## config.mk

```make
export PLATFORM = sky130hd
export DESIGN_NAME = muldiv_arbiter
export DESIGN_NICKNAME = d
export VERILOG_FILES = /design/src/rtl/muldiv_arbiter.sv
export SDC_FILE = /design/constraint.sdc
export NUM_CORES = 1
export LEC_CHECK = 0
export BUFFER_PORTS_ARGS = -buffer_cell sky130_fd_sc_hd__buf_4
export CAP_MARGIN = 25
export CORE_ASPECT_RATIO = 1.75
export CORE_MARGIN = 1.5
export CORE_UTILIZATION = 32
export CTS_CLUSTER_DIAMETER = 100
export CTS_CLUSTER_SIZE = 8
export DETAILED_ROUTE_END_ITERATION = 6
export SLEW_MARGIN = 0
export SYNTH_ARGS = -nofsm -noshare
export SYNTH_HDL_FRONTEND = slang
export SYNTH_SLANG_ARGS = --single-unit
```

## constraint.sdc

```tcl
create_clock -name clk -period 5.52 [get_ports clk]
set_input_delay 1.104 -clock clk [delete_from_list [all_inputs] [get_ports clk]]
set_output_delay 1.104 -clock clk [all_outputs]
set_load 0.02 [all_outputs]
```

## src/rtl/muldiv_arbiter.sv

```systemverilog
// Round-robin arbiter sharing one iterative multiply/divide unit between two issue slots.
// One op in flight; result returns with its tag and source over a valid/ready channel.
module muldiv_arbiter #(
   parameter int TAG_W   = 4,
   parameter int TIMEOUT = 64
) (
   input  logic             clk,
   input  logic             rst,
   input  logic             flush_i,
   input  logic             req0_valid_i,
   output logic             req0_ready_o,
   input  logic [31:0]      req0_op1_i,
   input  logic [31:0]      req0_op2_i,
   input  logic [7:0]       req0_op_i,
   input  logic [TAG_W-1:0] req0_tag_i,
   input  logic             req1_valid_i,
   output logic             req1_ready_o,
   input  logic [31:0]      req1_op1_i,
   input  logic [31:0]      req1_op2_i,
   input  logic [7:0]       req1_op_i,
   input  logic [TAG_W-1:0] req1_tag_i,
   output logic             mdu_start_o,
   output logic [31:0]      mdu_op1_o,
   output logic [31:0]      mdu_op2_o,
   output logic [7:0]       mdu_op_o,
   input  logic             mdu_done_i,
   input  logic [31:0]      mdu_result_i,
   output logic             resp_valid_o,
   input  logic             resp_ready_i,
   output logic [31:0]      resp_data_o,
   output logic [TAG_W-1:0] resp_tag_o,
   output logic             resp_src_o,
   output logic             busy_o,
   output logic             timeout_o
);
   // Request handshake: a requester's op transfers on a rising edge where valid and ready are both 1;
   // response transfers where resp_valid_o and resp_ready_i are both 1 and flush_i is 0.
   typedef enum logic [1:0] {IDLE = 2'd0, EXEC = 2'd1, RESP = 2'd2} state_t;

   state_t           state_q, state_d;
   logic             last_grant_q, last_grant_d;
   logic [31:0]      op1_q, op1_d, op2_q, op2_d;
   logic [7:0]       op_q, op_d;
   logic [TAG_W-1:0] tag_q, tag_d;
   logic             src_q, src_d;
   logic             start_q, start_d;
   logic             resp_valid_q, resp_valid_d;
   logic [31:0]      resp_data_q, resp_data_d;
   logic [7:0]       count_q, count_d;
   logic             grant0, grant1, idle_open, exec_done;

   always_comb begin
      grant0       = req0_valid_i & (~req1_valid_i | last_grant_q);
      grant1       = req1_valid_i & (~req0_valid_i | ~last_grant_q);
      idle_open    = (state_q == IDLE) & ~flush_i & ~rst;
      req0_ready_o = idle_open & grant0;
      req1_ready_o = idle_open & grant1;
      // A done in the start cycle cannot belong to this op.
      exec_done    = (state_q == EXEC) & ~start_q & mdu_done_i;
      timeout_o    = (state_q == EXEC) & ~flush_i & ~exec_done & (count_q == 8'(TIMEOUT - 1));

      state_d      = state_q;
      last_grant_d = last_grant_q;
      op1_d        = op1_q;
      op2_d        = op2_q;
      op_d         = op_q;
      tag_d        = tag_q;
      src_d        = src_q;
      start_d      = 1'b0;
      resp_valid_d = resp_valid_q;
      resp_data_d  = resp_data_q;
      count_d      = count_q;

      case (state_q)
         IDLE: begin
            if (req0_ready_o | req1_ready_o) begin
               src_d        = req1_ready_o;
               last_grant_d = req1_ready_o;
               op1_d        = req1_ready_o ? req1_op1_i : req0_op1_i;
               op2_d        = req1_ready_o ? req1_op2_i : req0_op2_i;
               op_d         = req1_ready_o ? req1_op_i  : req0_op_i;
               tag_d        = req1_ready_o ? req1_tag_i : req0_tag_i;
               count_d      = 8'd0;
               start_d      = 1'b1;
               state_d      = EXEC;
            end
         end
         EXEC: begin
            count_d = count_q + 8'd1;
            if (flush_i) begin
               state_d = IDLE;
            end else if (exec_done) begin
               resp_data_d  = mdu_result_i;
               resp_valid_d = 1'b1;
               state_d      = RESP;
            end else if (timeout_o) begin
               state_d = IDLE;
            end
         end
         RESP: begin
            if (flush_i | resp_ready_i) begin
               resp_valid_d = 1'b0;
               state_d      = IDLE;
            end
         end
         default: state_d = IDLE;
      endcase
   end

   always_ff @(posedge clk or posedge rst) begin
      if (rst) begin
         state_q      <= IDLE;
         last_grant_q <= 1'b1;
         op1_q        <= '0;
         op2_q        <= '0;
         op_q         <= '0;
         tag_q        <= '0;
         src_q        <= 1'b0;
         start_q      <= 1'b0;
         resp_valid_q <= 1'b0;
         resp_data_q  <= '0;
         count_q      <= '0;
      end else begin
         state_q      <= state_d;
         last_grant_q <= last_grant_d;
         op1_q        <= op1_d;
         op2_q        <= op2_d;
         op_q         <= op_d;
         tag_q        <= tag_d;
         src_q        <= src_d;
         start_q      <= start_d;
         resp_valid_q <= resp_valid_d;
         resp_data_q  <= resp_data_d;
         count_q      <= count_d;
      end
   end

   assign mdu_start_o  = start_q;
   assign mdu_op1_o    = op1_q;
   assign mdu_op2_o    = op2_q;
   assign mdu_op_o     = op_q;
   assign resp_valid_o = resp_valid_q;
   assign resp_data_o  = resp_data_q;
   assign resp_tag_o   = tag_q;
   assign resp_src_o   = src_q;
   assign busy_o       = (state_q != IDLE);
endmodule

```

; ---- Word-level counts from Yosys, hierarchy flattened
; Cells that the tools add are included.
[classes]
addsub = 1
eq_ne = 8
mux = 18
bitwise = 22
reduce_logical = 9
[ops]
columns = operator, n
row1 = two-way mux 32 bit, 2
row2 = two-way mux 8 bit, 2
row3 = one-hot mux 8 bit (2 select lines), 1
row4 = AND 1 bit, 11
row5 = two-way mux 2 bit, 5
row6 = "adder 8 x 1 -> 8 bit, second input constant", 1
row7 = "equality test 8 x 6 -> 1 bit, second input constant", 1
row8 = NOT 1 bit, 7
row9 = "inequality test 2 bit, second input constant", 3
row10 = one-hot mux 2 bit (3 select lines), 1
row11 = AND reduction 3 bit, 2
row12 = nonzero test 2 bit, 3
row13 = two-way mux 1 bit, 5
row14 = two-way mux 4 bit, 1
row15 = "inequality test 4 bit, second input constant", 1
row16 = OR 1 bit, 4
row17 = AND reduction 2 bit, 2
row18 = AND reduction 4 bit, 1
row19 = "equality test 2 x 1 -> 1 bit, second input constant", 1
row20 = "equality test 2 bit, second input constant", 1
row21 = zero test 2 bit, 1
row22 = "inequality test 2 x 1 -> 1 bit, second input constant", 1
row23 = one-hot mux 1 bit (2 select lines), 1
[totals]
reg_bits = 122
output_inout_bits = 115
elab_cells = 69

; ---- Longest topological paths before layout
[logic_depth]
ltp_word = 10
mapped_depth = 6

; ---- Least setup slack after synthesis
; OpenSTA, ideal clock, no wires.
[synth_timing]
kind = input-to-output
from = input port flush_i
to = output port req0_ready_o
t_arrival_ps = 2024
t_required_ps = 4416
slack_ps = 2392
stages = 3
path_buffers = 1
cell_sequence = or4_1 > buf_2 > nor2_1
[synth_between]
elab_chain_len = 4
[synth_lines]
columns = element, line
row1 = start: declaration, 9  ; input logic flush_i,
row2 = NOT 1 bit (no line), n/a
row3 = AND 1 bit (2 in series), 55  ; idle_open = (state_q == IDLE) & ~flush_i & ~rst;
row4 = AND 1 bit, 56  ; req0_ready_o = idle_open & grant0;
row5 = end: declaration, 11  ; output logic req0_ready_o,
; No other way between the ends.

; ---- Final worst setup path
; Same ends and word-level chain as after synthesis.

==> flow_summary.toml <==
[run_status]
status = "completed"

[sta]
setup_viol = 0
slew-limit-headroom = 0.452
fin_crit_ns = 3.27
hold_slack_ns = 0.506
fin_tns_setup_ns = 0
setup_ws_ns = 2.25
maxSlewViolCount = 0
rsz0062_at_grt = "false"
fmaxAchievable_mhz = 306
clock_skew_ns = 0.0106
min_period_over_period = 0.593
worst_slew_pin_slew_ns = 0.820
hold_viol = 0

[worst_hold_path]
hold_path_depth = 1
hp-class = "register to register"
worstHoldStart = "resp_data_o[7]"
hold_path_end = "resp_data_o[7]"

[drt]
wl_per_cell_microns = 19.5
firstDrtPassIters = 4
drtIter0Drc = 166
via_per_inst = 5.25
wirelength_mm = 18.3
drc_errors = 0
vias = 4939
drtAntennaViolNets = 0

[grt]
grt_pass1_vias = 5166
antenna_found_initial = 0
grt_first_pass_wirelength_mm = 28.0
grt_usage = 0.208
overflow = 0
grt_max_degree = 77

[worst_setup_path]
cp_num_buf_inv = 2
cpPeakStageDelay_ns = 0.62
critPathKind = "input port to output pin"
endpoint_kind = "output pin"
worstReg2RegEnd = "mdu_op2_o[20]"
rr_worst_depth = 4
required_ns = 4.42
path_max_fanout = 7
cp_common_cell = "buf_4"
slowest_stage = "or4_1"
crit_chain = "buf_4 > or4_1 > nor2_1 > buf_4"
rr_startpoint = "state_q[0]"
r2r_setup_slack_ns = 2.74
cp-start-kind = "input port"
arrival_ns = 2.17
crit_family = "simple AND/OR/NAND/NOR gates"

[clocking]
clk_latency_ns = 0.41
cts_resized = 0
cts_root_buf = "clkbuf_16"
cts_hold_buffers = 0
cts_tree = "built"
path_clk_slew_ns = 0.06
cts_setup_buffers = 0
h-tree-depth = 4
clock-sinks = 122
cts_buffers = 17
clock_path_buffers = 2

[pwr]
pwr-share-clk = 0.303
p_total_uw = 3710
pwr-share-comb = 0.346
power_switching_uw = 1230
power_per_cell_area_mw_per_mm2 = 440
seqPwrFrac = 0.351
intPower_uw = 2480
p_leak_uw = 0.00380
irDropWorstVdd_mv = 0.184
swShare = 0.332

[finish]
fin_nets = 895
final_common_cell = "buf_4"
mostFrequentLayoutCells = "313 x buf_4, 121 x dfrtp_1, 77 x a2bb2oi_1"
antenna_cells = 0
drive_gt1_frac = 0.538
finalInstanceArea_sq_mm = 0.00842
area_growth_syn_to_layout_pct = 57.3
fill_cells = 1494

[logic_synthesis]
synth_flop_cell = "dfrtp_1"
ys_ff_latch = 122
ys_seq_area_frac = 0.571
synthDistinctLibCells = 34
syn_area_per_cell_sq_um = 12.9
syn_area_sq_mm = 0.00535
postSynthCellCount = 416
syn_nets = 608
async_flop_share = 1.00
synth_edf_count = 0
yosysWarnings = 0

[floorplan]
die_h_microns = 174
rows = 62
io_pins = 306
fp.dieW_microns = 101
die_area_sq_mm = 0.0175
start_util = 0.327
coreArea_sq_mm = 0.0164

[placed_design]
place_area_sq_mm = 0.00782
place_ws_ns = 2.01
dp_hpwl_mm = 13.3
place_congestion = 0.839
port_buffers = 305

[run]
drv_cap = 0
[through the flow]
step	std cells	utilization
after floorplan	416	-
after global placement	907	0.476
after detailed placement	908	0.478
after CTS	940	0.514
after global routing	940	0.514
final	940	0.514
[synthesized netlist by cell type, drive strengths merged (2+ instances only)]
library cell	n	share of area
a21oi	5	0.0047
a2bb2oi	77	0.13
buf	17	0.019
clkbuf	29	0.020
dfrtp	121	0.57
inv	6	0.0042
mux2	32	0.067
nand2	4	0.0028
nand2b	3	0.0035
nand3	4	0.0037
nand3b	2	0.0028
nor2	8	0.0070
nor2b	2	0.0023
nor4b	2	0.0033
o211ai	5	0.0070
o21ai	4	0.0037
o32ai	76	0.12
or3	4	0.0047
or4	3	0.0042
[worst max path at each step]
stage / startpoint / depth (start not counted) / slack (ns) / end
detailed placement: flush_i / 5 / 2.01 / mdu_op1_o[10]
global placement: flush_i / 5 / 2.09 / mdu_op1_o[7]
floorplan: rst / 1 / 1.18 / count_q[0]
finish: flush_i / 4 / 2.25 / req0_ready_o
CTS: flush_i / 4 / 2.24 / req0_ready_o
global route: flush_i / 4 / 2.15 / req1_ready_o
[registers in the layout (all words and copies together), names as in the netlist, 2 cells and up]
name	cells
mdu_op1_o	32
mdu_op2_o	32
resp_data_o	32
count_q	8
mdu_op_o	8
resp_tag_o	4
state_q	2
[power groups by stage]
stage | Combinational, uW | Sequential (uW) | Clock [uW]
finish | 1280 | 1300 | 1120
global route | 1350 | 1330 | 1190
CTS | 1300 | 1300 | 1150
detailed placement | 1300 | 1300 | 0
global placement | 1270 | 1300 | 0
floorplan | 395 | 1570 | 0
[final cells by class]
class / count / area (sq um) / area share
flip-flops and latches: 122 / 3050 / 0.363
well taps: 224 / 280 / 0.0333
multi-input cells: 242 / 2080 / 0.247
repair buffers: 314 / 2380 / 0.282
clock buffers: 19 / 433 / 0.0514
clock inverters: 13 / 170 / 0.0202
inverters: 6 / 25.0 / 0.00297
[routing by layer]
layer  GRT usage  vias up  routed length [microns]
met5           0        -                        0
met4      0.0781        0                      456
met3      0.0350       25                      655
met2       0.367      152                    10100
met1       0.248     2504                     7150
li1            -     2258                        -
[cell families after synthesis]
logic type                 count (synthesis)  share of synthesized area
AOI/OAI and AO/OA                        171                      0.272
DFF                                      122                      0.571
buffers and inverters                     52                     0.0439
and+or+nand+nor                           36                     0.0404
muxes                                     33                     0.0692
xor gates and xnor gates                   1                    0.00164
adders and majority gates                  1                    0.00234
[worst register-to-register path: stages, from the launching register on]
cell	delay, ns
dfrtp_1	0.46
or4_1	0.70
nor2_4	0.70
buf_4	0.60
a2bb2oi_1	0.24
Power figures use the tool's default switching activity.
